$ cat src/rtl/regfile_mp.sv
// rtl/regfile_mp.sv - two-write/two-read register file with byte enables, bypass and soft-clear sweep
module regfile_mp #(
   parameter int DATA_W   = 32,
   parameter int ADDR_W   = 5,
   parameter bit ZERO_REG = 1'b1,
   parameter bit BYPASS   = 1'b0
) (
   input  logic                  clk,
   input  logic                  rst,
   input  logic                  wea,
   input  logic                  web,
   input  logic [ADDR_W-1:0]     waddra,
   input  logic [ADDR_W-1:0]     waddrb,
   input  logic [DATA_W-1:0]     wdataa,
   input  logic [DATA_W-1:0]     wdatab,
   input  logic [DATA_W/8-1:0]   wbea,
   input  logic [DATA_W/8-1:0]   wbeb,
   input  logic [ADDR_W-1:0]     raddr1,
   input  logic [ADDR_W-1:0]     raddr2,
   output logic [DATA_W-1:0]     rdata1,
   output logic [DATA_W-1:0]     rdata2,
   input  logic                  clr,
   output logic                  busy,
   output logic                  wr_drop
);

   localparam int DEPTH = 2**ADDR_W;
   localparam int NB    = DATA_W/8;

   typedef enum logic {IDLE, SWEEP} state_e;

   state_e              state_q, state_d;
   logic [ADDR_W-1:0]   ptr_q, ptr_d;
   logic                wr_drop_q;
   logic [DATA_W-1:0]   mem_q [DEPTH];
   logic                wen_a, wen_b;

   assign busy    = (state_q == SWEEP);
   assign wr_drop = wr_drop_q;

   // Writes that will actually land: none while sweeping, in reset, or into the hard-wired zero entry
   assign wen_a = rst && wea && !busy && !(ZERO_REG && (waddra == '0));
   assign wen_b = rst && web && !busy && !(ZERO_REG && (waddrb == '0));

   // Byte merge of both write ports over an old word; port B owns any byte it enables
   function automatic logic [DATA_W-1:0] merge(input logic [DATA_W-1:0] old,
                                               input logic hit_a, input logic hit_b);
      logic [DATA_W-1:0] v;
      v = old;
      for (int i = 0; i < NB; i++) begin
         if (hit_b && wbeb[i])
            v[8*i +: 8] = wdatab[8*i +: 8];
         else if (hit_a && wbea[i])
            v[8*i +: 8] = wdataa[8*i +: 8];
      end
      return v;
   endfunction

   // One read port: stored word, optionally the post-write word, with entry 0 forced to zero
   function automatic logic [DATA_W-1:0] read_port(input logic [ADDR_W-1:0] ra);
      logic [DATA_W-1:0] v;
      v = mem_q[ra];
      if (BYPASS)
         v = merge(v, wen_a && (waddra == ra), wen_b && (waddrb == ra));
      if (ZERO_REG && (ra == '0))
         v = '0;
      return v;
   endfunction

   // Combinational read ports
   always_comb begin
      rdata1 = read_port(raddr1);
      rdata2 = read_port(raddr2);
   end

   // Soft-clear FSM next state: start on clr from IDLE, walk every entry once, ignore clr meanwhile
   always_comb begin
      state_d = state_q;
      ptr_d   = ptr_q;
      case (state_q)
         IDLE: begin
            if (clr) begin
               state_d = SWEEP;
               ptr_d   = '0;
            end
         end
         SWEEP: begin
            ptr_d = ptr_q + ADDR_W'(1);
            if (&ptr_q)
               state_d = IDLE;
         end
         default: state_d = IDLE;
      endcase
   end

   // FSM state, sweep pointer and the registered drop indication
   always_ff @(negedge clk or negedge rst) begin
      if (!rst) begin
         state_q   <= IDLE;
         ptr_q     <= '0;
         wr_drop_q <= 1'b0;
      end else begin
         state_q   <= state_d;
         ptr_q     <= ptr_d;
         wr_drop_q <= busy && (wea || web);
      end
   end

   // Storage: sweep zeroes one entry per edge, otherwise apply the merged port writes
   always_ff @(negedge clk or negedge rst) begin
      if (!rst) begin
         for (int i = 0; i < DEPTH; i++)
            mem_q[i] <= '0;
      end else if (busy) begin
         mem_q[ptr_q] <= '0;
      end else begin
         for (int i = 0; i < DEPTH; i++)
            mem_q[i] <= merge(mem_q[i], wen_a && (waddra == ADDR_W'(i)),
                              wen_b && (waddrb == ADDR_W'(i)));
      end
   end

endmodule

$ cat config.mk
export PLATFORM = sky130hd
export DESIGN_NAME = regfile_mp
export DESIGN_NICKNAME = d
export VERILOG_FILES = /design/src/rtl/regfile_mp.sv
export SDC_FILE = /design/constraint.sdc
export NUM_CORES = 2
export LEC_CHECK = 0
export CORE_MARGIN = 4
export CORE_UTILIZATION = 28
export DETAILED_ROUTE_END_ITERATION = 10
export MAX_ROUTING_LAYER = met4
export SETUP_SLACK_MARGIN = 0.3
export SYNTH_ARGS = -nofsm -noshare
export SYNTH_HDL_FRONTEND = slang
export SYNTH_SLANG_ARGS = --single-unit
$ cat constraint.sdc
create_clock -name clk -period 2.9 [get_ports clk]
set_input_delay 0.725 -clock clk [delete_from_list [all_inputs] [get_ports clk]]
set_output_delay 0.725 -clock clk [all_outputs]
set_load 0.05 [all_outputs]
==> results.yml <==
critical_path:
  r2r_setup_slack_ps: 410
  cp-start-kind: "flop"
  r2r-end: "mem_q[130]"
  r2r-start: "busy"
  critical_path.startpoint: "mem_q[173]"
  ff2ff_path_depth: 10
  worstSetupPathType: "reg2out"
  cp_data_arrival_time_ps: 4170
  crit_path_end: "rdata2[13]"
  cp-end-kind: "output port"
  crit_fanout: 3
  required_ps: 2170
timing:
  worst_slew_pin_slew_ps: 1100
  setup_violations: 1058
  maxSlewViolCount: 0
  rsz0062_at_grt: "yes"
  fin_setup_tns_ps: -412430
  skew_ps: 25.38
  worst_slack_ps: -1997
  whs_ps: 457.5
  relSlewSlack: 0.2651
  hold_viol_final: 0
synth:
  yosysTopAreaCellShare: 0.3553
  synth_flop_cell: "dfrtn_1"
  synth_area_leaders: "dfrtn_1 (36%), mux2i_1 (29%), mux4_2 (14%), nand2_1 (5.2%), clkbuf_1 (2.0%)"
  syn_area_per_cell_sq_um: 11.48
  synth_top_area_cell: "dfrtn_1"
  synth.distinct_cells: 68
  synth_area_sq_um: 72620
  async_flop_share: 1.000
  synth_cells: 6324
  synth_seq_cells: 1031
  yosysWarningCount: 0
  seq_area_frac_synth: 0.3553
  synth-edff-count: 0
  synth_nets: 6426
final_layout:
  final_common_cell: "mux2i_1"
  area_delta_synth_final_pct: 37.33
  drive_gt1_frac: 0.3819
  most-common-layout-cells: "mux2i_1 (2,054), dfrtn_1 (1,031), nand2_1 (991), buf_4 (803), buf_12 (461)"
  utilization: 0.3875
  finalInstanceArea_sq_um: 99730
  finalNonFillerCells: 10740
  final_nets: 7350
global_route:
  antenna_found_initial: 8
  grt_usage: 0.2412
  grt_max_degree: 121
  grt_pass1_vias: 63450
  grt_pass1_wl_um: 461200
  grt_remaining_overflow: 0
run_status:
  failed_checks: "DRC, setup timing"
  status: "complete, but fails checks"
min_path:
  hp-class: "reg2reg"
  min_path_cells: 1
placed_design:
  dpl.cell_count: 10350
  placement.io_buffers: 162
  dp_hpwl_um: 221200
  placed_cell_area_sq_um: 90510
  gp_congestion: 0.9922
  place_ws_ps: -1576
clock_network:
  clk_latency_ps: 710
  clock_sinks: 1031
  clk_pin_slew_ps: 50
  h-tree-depth: 3
  cts.path.max_buffers: 3
  cts_buffers: 113
  cts-root-buf: "clkbuf_16"
  cts_tree: "built"
pwr:
  p_leak_nw: 47.04
  p_per_area_nw_per_um2: 707.1
  ir_drop_v: 0.0005749
  finalPower_mw: 70.52
job:
  cap_viol_max_count: 0
floorplanning:
  die_h_um: 517.3
  start_util: 0.2822
  die-area_sq_um: 267600
  core-area_sq_um: 257400
  chipWidth_um: 517.3
  placementRows: 186
  ios: 163
drt:
  vias: 61120
  antenna_left: 0
  dr.pass1.iters: 8
  wl_per_cell_um: 29.92
  wirelength_um: 321300
  drc_errors: 2
  vias_per_cell: 5.692
  drtIter0Drc: 5836
-- sequential cells by signal (all words and copies together), names as in the netlist --
| signal | count |
|---|---|
| mem_q | 1024 |
| wr_drop | 1 |
| ptr_q | 5 |
| busy | 1 |
-- worst min-delay path by stage --
stage	startpoint	endpoint	slack, ps
after floorplan	mem_q[1000]	mem_q[1000]	430
after global placement	mem_q[999]	mem_q[999]	440
after detailed placement	mem_q[1022]	mem_q[1022]	450
after CTS	mem_q[1009]	mem_q[1009]	460
after global routing	mem_q[1009]	mem_q[1009]	480
final	mem_q[1021]	mem_q[1021]	460
-- what timing repair did --
action | CTS | global route
buffers inserted | 104 | 35
hold endpoints to repair | 0 | 0
hold buffers | 0 | 0
gates resized for setup | 599 | 220
endpoints found under the setup margin | 1513 | 1608
cloned | 23 | 7
pin swaps | 166 | 108
-- synthesized netlist by cell type, types with 5 or more instances --
cell type	n
a31o_1	7
a21boi_1	10
and2_1	45
a221oi_1	64
a22oi_1	64
nand3_1	27
o21a_1	5
nor2b_1	74
o21ai_0	75
a21oi_1	32
nand4_1	20
nor3_1	57
clkbuf_1	382
a21oi_4	48
nor3_2	17
mux2_2	64
ha_1	5
a31oi_4	12
buf_2	126
buf_4	169
a21boi_0	34
nand3b_1	12
nand2b_1	8
and3_1	18
mux2i_1	2082
buf_6	48
nand2_1	1013
nor2_1	36
o21ai_1	55
mux4_2	448
o21ai_4	32
a311oi_1	64
dfrtn_1	1031
nand3_2	6
and3b_1	12
a211oi_1	64
buf_1	6
-- critical path, stage by stage (launching register included) --
cell      delay (ps)
dfrtn_1          480
mux2i_1          130
a221oi_2         380
o21ai_2          140
a311oi_4         680
buf_12           220
-- area by class of cell --
class	count	area, sq um
inverters	5	21.27
multi-input cells	4554	46990
fillers	24230	157700
well taps	3384	4234
diodes	11	27.53
clock buffers	168	3277
repair buffers	1543	18810
flip-flops and latches	1031	25800
clock inverters	43	580.6
-- report_power, final --
part / total (mW) / switching, mW / internal (mW)
registers: 26.5 / 5.38 / 21.2
clock network: 15.6 / 6.77 / 8.88
logic: 28.3 / 14.1 / 14.2
total: 70.5 / 26.3 / 44.3
-- logic make-up after synthesis --
group,count (synthesis),synth area share
AO/OA/AOI/OAI,575,0.06833
adder cells (fa/ha/maj),5,0.0008614
buffers and inverters,739,0.05439
flip-flops,1031,0.3553
multiplexers,2594,0.4358
AND/OR/NAND/NOR,1380,0.08535
-- layer usage --
layer | part of all wire | wire length [um] | global-route usage | vias up
met3 | 0.086 | 27580 | 0.04979 | 972
met2 | 0.45 | 144700 | 0.3658 | 3170
li1 | - | - | - | 25200
met5 | 0 | 0 | - | -
met1 | 0.39 | 124500 | 0.2926 | 31780
met4 | 0.076 | 24570 | 0.1534 | 0
Power figures use the tool's default switching activity.
